### src/rtl/bus_master_arb.sv
// bus_master_arb: two-port round-robin arbiter for the internal register bus.
// It serializes single-word read/write transactions from masters A and B onto
// one address/strobe pair. It then waits for a type-matched ack or a timeout
// and returns a one-cycle done pulse, carrying rdata and err, to the winner.
module bus_master_arb #(
  parameter int ADDRWIDTH = 16,
  parameter int DATAWIDTH = 32,
  parameter int TIMEOUT   = 255
) (
  input  logic                 bus_clk,
  input  logic                 bus_reset,
  input  logic                 req_a,
  input  logic                 req_b,
  input  logic                 we_a,
  input  logic                 we_b,
  input  logic [ADDRWIDTH-1:0] addr_a,
  input  logic [ADDRWIDTH-1:0] addr_b,
  input  logic [DATAWIDTH-1:0] wdata_a,
  input  logic [DATAWIDTH-1:0] wdata_b,
  output logic                 done_a,
  output logic                 done_b,
  output logic                 err,
  output logic [DATAWIDTH-1:0] rdata,
  output logic [ADDRWIDTH-1:0] bus_addr,
  output logic [DATAWIDTH-1:0] bus_wr_data,
  output logic                 bus_re,
  output logic                 bus_we,
  input  logic [DATAWIDTH-1:0] bus_rd_data,
  input  logic                 bus_rd_ack,
  input  logic                 bus_wr_ack
);

  typedef enum logic [1:0] {ST_IDLE, ST_ISSUE, ST_WAIT, ST_DONE} state_t;

  localparam logic [7:0] TIMEOUT_CNT = 8'(TIMEOUT);

  state_t               state_reg, state_next;
  logic                 grant_b_reg, grant_b_next;        // 1 = master B owns the bus
  logic                 last_grant_b_reg, last_grant_b_next;
  logic                 we_reg, we_next;
  logic [7:0]           cnt_reg, cnt_next;
  logic [ADDRWIDTH-1:0] bus_addr_reg, bus_addr_next;
  logic [DATAWIDTH-1:0] bus_wr_data_reg, bus_wr_data_next;
  logic                 bus_re_reg, bus_re_next;
  logic                 bus_we_reg, bus_we_next;
  logic                 done_a_reg, done_a_next;
  logic                 done_b_reg, done_b_next;
  logic                 err_reg, err_next;
  logic [DATAWIDTH-1:0] rdata_reg, rdata_next;
  logic                 pick_b;
  logic                 ack_ok;

  // State and all registered outputs; reset abandons any transaction in flight.
  always_ff @(posedge bus_clk) begin
    if (bus_reset) begin
      state_reg        <= ST_IDLE;
      grant_b_reg      <= 1'b0;
      last_grant_b_reg <= 1'b1;   // B counts as last winner, so A wins the first tie
      we_reg           <= 1'b0;
      cnt_reg          <= '0;
      bus_addr_reg     <= '0;
      bus_wr_data_reg  <= '0;
      bus_re_reg       <= 1'b0;
      bus_we_reg       <= 1'b0;
      done_a_reg       <= 1'b0;
      done_b_reg       <= 1'b0;
      err_reg          <= 1'b0;
      rdata_reg        <= '0;
    end else begin
      state_reg        <= state_next;
      grant_b_reg      <= grant_b_next;
      last_grant_b_reg <= last_grant_b_next;
      we_reg           <= we_next;
      cnt_reg          <= cnt_next;
      bus_addr_reg     <= bus_addr_next;
      bus_wr_data_reg  <= bus_wr_data_next;
      bus_re_reg       <= bus_re_next;
      bus_we_reg       <= bus_we_next;
      done_a_reg       <= done_a_next;
      done_b_reg       <= done_b_next;
      err_reg          <= err_next;
      rdata_reg        <= rdata_next;
    end
  end

  // Next-state and next-output logic; strobes and done pulses default low.
  always_comb begin
    state_next        = state_reg;
    grant_b_next      = grant_b_reg;
    last_grant_b_next = last_grant_b_reg;
    we_next           = we_reg;
    cnt_next          = cnt_reg;
    bus_addr_next     = bus_addr_reg;
    bus_wr_data_next  = bus_wr_data_reg;
    bus_re_next       = 1'b0;
    bus_we_next       = 1'b0;
    done_a_next       = 1'b0;
    done_b_next       = 1'b0;
    err_next          = err_reg;
    rdata_next        = rdata_reg;
    // B wins when it is the only requester, or on a tie when A won last time.
    pick_b            = req_b & (~req_a | ~last_grant_b_reg);
    // Only an ack of the same type as the outstanding transaction counts.
    ack_ok            = we_reg ? bus_wr_ack : bus_rd_ack;

    case (state_reg)
      ST_IDLE: begin
        if (req_a || req_b) begin
          grant_b_next     = pick_b;
          we_next          = pick_b ? we_b : we_a;
          bus_addr_next    = pick_b ? addr_b : addr_a;
          bus_wr_data_next = pick_b ? wdata_b : wdata_a;
          // Strobe is registered here so it is visible during ISSUE.
          bus_re_next      = ~(pick_b ? we_b : we_a);
          bus_we_next      = pick_b ? we_b : we_a;
          state_next       = ST_ISSUE;
        end
      end
      ST_ISSUE: begin
        cnt_next   = '0;
        state_next = ST_WAIT;
      end
      ST_WAIT: begin
        if (ack_ok) begin
          rdata_next  = we_reg ? '0 : bus_rd_data;
          err_next    = 1'b0;
          done_a_next = ~grant_b_reg;
          done_b_next = grant_b_reg;
          state_next  = ST_DONE;
        end else if (cnt_reg == TIMEOUT_CNT) begin
          rdata_next  = '0;
          err_next    = 1'b1;
          done_a_next = ~grant_b_reg;
          done_b_next = grant_b_reg;
          state_next  = ST_DONE;
        end else begin
          cnt_next = cnt_reg + 8'd1;
        end
      end
      ST_DONE: begin
        last_grant_b_next = grant_b_reg;
        state_next        = ST_IDLE;
      end
      default: state_next = ST_IDLE;
    endcase
  end

  assign done_a      = done_a_reg;
  assign done_b      = done_b_reg;
  assign err         = err_reg;
  assign rdata       = rdata_reg;
  assign bus_addr    = bus_addr_reg;
  assign bus_wr_data = bus_wr_data_reg;
  assign bus_re      = bus_re_reg;
  assign bus_we      = bus_we_reg;

endmodule

### config.mk
export PLATFORM = sky130hd
export DESIGN_NAME = bus_master_arb
export DESIGN_NICKNAME = d
export VERILOG_FILES = /design/src/rtl/bus_master_arb.sv
export SDC_FILE = /design/constraint.sdc
export NUM_CORES = 1
export LEC_CHECK = 0
export BUFFER_PORTS_ARGS = -buffer_cell sky130_fd_sc_hd__buf_2
export CAP_MARGIN = 20
export CORE_ASPECT_RATIO = 2
export CORE_MARGIN = 1
export CORE_UTILIZATION = 40
export DETAILED_ROUTE_END_ITERATION = 10
export GPL_ROUTABILITY_DRIVEN = 0
export PLACE_DENSITY = 0.76
export SYNTH_ARGS = -nofsm -noshare
export SYNTH_HDL_FRONTEND = slang
export SYNTH_SLANG_ARGS = --single-unit
### constraint.sdc
create_clock -name bus_clk -period 1.7 [get_ports bus_clk]
set_input_delay 0.34 -clock bus_clk [delete_from_list [all_inputs] [get_ports bus_clk]]
set_output_delay 0.34 -clock bus_clk [all_outputs]
set_load 0.02 [all_outputs]
; ---- Word level (Yosys, flattened, before mapping)
; Cells that the tools add are included.
[totals]
word_cells = 61
latch_bits = 0
memories = 0
output_inout_bits = 85
reg_bits = 98
ram_bits = 0
inputBits = 136
rom_bits = 0
[classes]
n_addsub = 1
n_shift = 0
n_eq_ne = 8
mul = 0
n_bitwise = 9
magnitude_cmp = 0
mux = 20
div_mod_pow = 0
n_reduce_logical = 10
[ops]
columns = operator, n
row1 = $mux 32, 4
row2 = $mux 16, 1
row3 = $mux 8, 2
row4 = $pmux 8 s2, 1
row5 = $add 8x1->8 const B, 1
row6 = $eq 8x8->1 const B, 1
row7 = $mux 1, 8
row8 = $pmux 2 s4, 1
row9 = $not 1->1, 7
row10 = $mux 2, 3
row11 = $ne 2x2->1 const B, 3
row12 = $reduce_and 2->1, 3
row13 = $eq 2x2->1 const B, 2
row14 = $reduce_bool 2->1, 2
row15 = $ne 3x3->1 const B, 1
row16 = $reduce_and 3->1, 1
row17 = $reduce_or 3->1, 1
row18 = $eq 2x1->1 const B, 1
row19 = $logic_not 2->1, 1
row20 = $reduce_or 2->1, 1
row21 = $and 1x1->1, 1
row22 = $logic_or 1x1->1, 1
row23 = $or 1x1->1, 1

; ---- Depth between registers and ports, before layout
[depth]
ltp_word = 5
depth_mapped = 7
depth_no_buf = 6

; ---- Worst setup path after synthesis
; Ideal clock, no wire load.
[synth_path]
path_type = reg2reg
from = register state_reg[0]
to = register bus_addr_reg[10], in the netlist bus_addr[10]
setup_slack_ns = -0.024
path_buffers = 3
path_stages_with_launch = 8
setup_ns = 0.137
arrival_time_ns = 1.586
synth_period_minus_slack_ns = 1.724
t_required_ns = 1.563
cell_sequence = dfxtp_1 inv_1 ha_1 nor2b_1 clkbuf_1 clkbuf_1 buf_1 a211oi_1
[synth_between]
elab_chain_len = 2
[synth_lines]
columns = item, line
row1 = start: declaration, 37  ; state_t state_reg, state_next;
row2 = start signal: assignment, 70  ; state_reg <= state_next;
row3 = $logic_not 2->1, 106  ; case (state_reg)
row4 = $reduce_and 2->1 (no line), n/a
row5 = end signal: assignment, 75  ; bus_addr_reg <= bus_addr_next;
row6 = end: declaration, 42  ; logic [ADDRWIDTH-1:0] bus_addr_reg, bus_addr_next;
; No other way between the ends.
; A chain may end at the register's enable or synchronous reset.

; ---- Final worst setup path
[layout_path]
from = register cnt_reg[0]
to = register cnt_reg[5]
[layout_between]
elab_chain_len = 4
elab_cells_between_ends = 7
classes_between = 1 x add/sub / 2 x eq/ne / 3 x mux / 1 x reduce/logical
[layout_lines]
columns = item, line
row1 = start: declaration, 41  ; logic [7:0] cnt_reg, cnt_next;
row2 = start signal: assignment, 74  ; cnt_reg <= cnt_next;
row3 = $add 8x1->8, 137  ; cnt_next = cnt_reg + 8'd1;
row4 = $mux 8, 130  ; end else if (cnt_reg == TIMEOUT_CNT) begin
row5 = $mux 8, 124  ; if (ack_ok) begin
row6 = $pmux 8 s2, 106
; Several ways; a longest one is shown, not always the timed one. The select of a mux whose other input is x is not followed.

==> flow_metrics.env <==
export IMPL_status="completed"
export IMPL_wirelength_um=10400
export IMPL_required_ns=1.95
export IMPL_hold_path_class="input pin to register"
export IMPL_ir_drop_uv=716
export IMPL_grt_setup_unrepaired="true"
export IMPL_path_class="register to register"
export IMPL_layout_drive_gt1_share_pct=44.3
export IMPL_stdcell_count=741
export IMPL_num_antenna_cells=0
export IMPL_rr_worst_depth=5
export IMPL_start_util_pct=41.0
export IMPL_port_buffers=220
export IMPL_synthToLayoutAreaGrowth_pct=42.5
export IMPL_syn_area_per_cell_sq_um=10.2
export IMPL_drv_slew=0
export IMPL_layout_min_cycle_time_ns=1.70
export IMPL_hold_violations=0
export IMPL_grt_pass1_wl_um=15700
export IMPL_fmax_ghz=0.588
export IMPL_reg2reg_slack_ns=0.0006
export IMPL_clock_latency_ns=0.33
export IMPL_timing_rr_start="cnt_reg[0]"
export IMPL_placed_cells=725
export IMPL_die_w_um=72.3
export IMPL_die_h_um=143
export IMPL_use_met2_pct=35.7
export IMPL_nets=746
export IMPL_clk_path_buf_depth=2
export IMPL_fin_crit_sh_pct=100
export IMPL_crit_path_max_fanout=4
export IMPL_vias=3752
export IMPL_end_kind="register"
export IMPL_wl_per_cell_um=14.1
export IMPL_whs_ns=0.215
export IMPL_critPathLaunch="cnt_reg[0]"
export IMPL_ys_ff_latch=98
export IMPL_crit_arrival_ns=1.95
export IMPL_cts_setup_buffers=0
export IMPL_drtPass1Iterations=4
export IMPL_ys_seq_area_share_pct=49.7
export IMPL_slew_headroom_pct=67.3
export IMPL_grtUsageMet1_pct=20.5
export IMPL_use_met3_pct=4.53
export IMPL_synth_cells=387
export IMPL_ant_nets=0
export IMPL_hpwlAfterDp_um=7880
export IMPL_maxCapViolCount=0
export IMPL_die_area_sq_um=10300
export IMPL_netlist_area_leader_share_pct=49.7
export IMPL_syn_area_sq_um=3950
export IMPL_synth_warnings=0
export IMPL_cts_tree="built"
export IMPL_path_clk_slew_ns=0.07
export IMPL_ys_types=36
export IMPL_cts_made_buffers=9
export IMPL_cts_max_level=3
export IMPL_clock_sinks=98
export IMPL_rows=51
export IMPL_holdPathStages=2
export IMPL_cellPowerDensity_nw_per_um2=1490
export IMPL_synth_nets=529
export IMPL_drc=0
export IMPL_power_leakage_uw=0.00264
export IMPL_core_sq_um=9640
export IMPL_busiest_layer="met2"
export IMPL_antenna_found_initial=0
export IMPL_skew_ns=0.00643
export IMPL_worstHoldEndpoint="rdata[27]"
export IMPL_track_usage_pct=19.3
export IMPL_r2r_end="cnt_reg[5]"
export IMPL_synth_area_leaders="dfxtp_1 (50%), mux2i_1 (13%), a211oi_1 (10%)"
export IMPL_grt_pass1_vias=3512
export IMPL_synth_area_leader_cell="dfxtp_1"
export IMPL_n_fill_cell=821
export IMPL_routed_via_density=5.06
export IMPL_gr_total_overflow=0
export IMPL_worstMarginPinSlew_ns=0.485
export IMPL_hold_start="bus_rd_data[27]"
export IMPL_grt_max_degree=72
export IMPL_root_buffer="clkbuf_16"
export IMPL_start_kind="register"
export IMPL_drt_initial_drc_count=247
export IMPL_io_pins=221
export IMPL_setup_viol=0
## layer usage
layer  wire (um)  share of wire (%)  vias up
li1            -                  -     1880
met1        4050                 39     1681
met2        5510                 53      180
met3         725                7.0       11
met4         146                1.4        0
met5           0                  0        -
## how the worst max path moves through the flow
stage / endpoint / cells past startpoint
detailed placement: cnt_reg[5] / 5
CTS: cnt_reg[5] / 5
global placement: cnt_reg[7] / 5
global route: state_reg[0] / 5
finish: cnt_reg[5] / 5
floorplan: bus_addr[0] / 7
## per-stage QoR
stage	setup slack, ns	util, %	setup TNS (ns)	power, uW	area (sq um)
after floorplan	-0.0202	-	-0.405	5320	3950
after global placement	0.0452	55.2	0	6390	5320
after detailed placement	-0.0171	55.2	-0.0171	6510	5320
after CTS	0.0121	58.1	0	8450	5600
after global routing	-0.0520	58.4	-0.204	8910	5630
final	0.000649	58.4	0	8380	5630
## timing repair
action | 4_1_cts | 5_1_grt
resized for setup | 2 | 8
pin swaps | 2 | 1
cloned | 0 | 0
hold buffers | 0 | 0
endpoints found under the setup margin | 3 | 47
## cell usage in the layout, fill, tap and decap left out, drive strengths merged, types with 5 or more instances in the layout
master | Yosys | final
a211oi | 53 | 53
a21oi | 7 | 7
a22o | 32 | 32
a31oi | 5 | 5
buf | 12 | 238
clkbuf | 20 | 9
dfxtp | 98 | 98
ha | 6 | 6
inv | 4 | 8
mux2i | 51 | 51
nand2 | 11 | 11
nand3 | 6 | 6
nor2 | 52 | 52
## cells in the mapped netlist (all sizes together)
library cell  number
nand4              1
mux2               1
nor4b              1
nor2b              2
a211o              1
inv                4
a21oi              7
mux2i             51
o211ai             4
buf               12
clkbuf            20
nor2              52
dfxtp             98
or4                4
nand3              6
and3               2
a21boi             1
a211oi            53
o21ba              1
a31o               1
a22oi              1
o21ai              3
nor3               3
ha                 6
a41o               1
o311ai             1
nand2             11
a22o              32
a31oi              5
and4               1
nor3b              1
## cells by family after synthesis
kind of cell / Yosys count / share of synthesized area, %
compound gates: 111 / 21.5
fa+ha+maj: 6 / 1.90
buf+inv: 36 / 3.99
flops: 98 / 49.7
mux: 52 / 13.3
simple gates: 84 / 9.60
## where the power goes
group          leakage [uW]  switching (uW)  internal, uW  total, uW
logic               0.00170            2050          1270       3310
registers          0.000805             297          2860       3160
clock network      0.000139             891          1020       1910
total               0.00264            3230          5150       8380
## worst max-delay path, stage by stage (launching register included)
cell and delay (ns):
dfxtp_2 0.35, ha_4 0.16, and3_4 0.18, a211o_1 0.30, or4_1 0.42, a31oi_1 0.21
## layout make-up
class / instances / area, sq um / share of cell area [%]
flip-flops and latches: 98 / 1960 / 34.9
multi-input cells: 253 / 1890 / 33.5
clock buffers: 9 / 225 / 4.00
well taps: 132 / 165 / 2.93
inverters: 4 / 15.0 / 0.267
repair buffers: 238 / 1320 / 23.4
clock inverters: 7 / 58.8 / 1.04
Power figures use the tool's default switching activity.
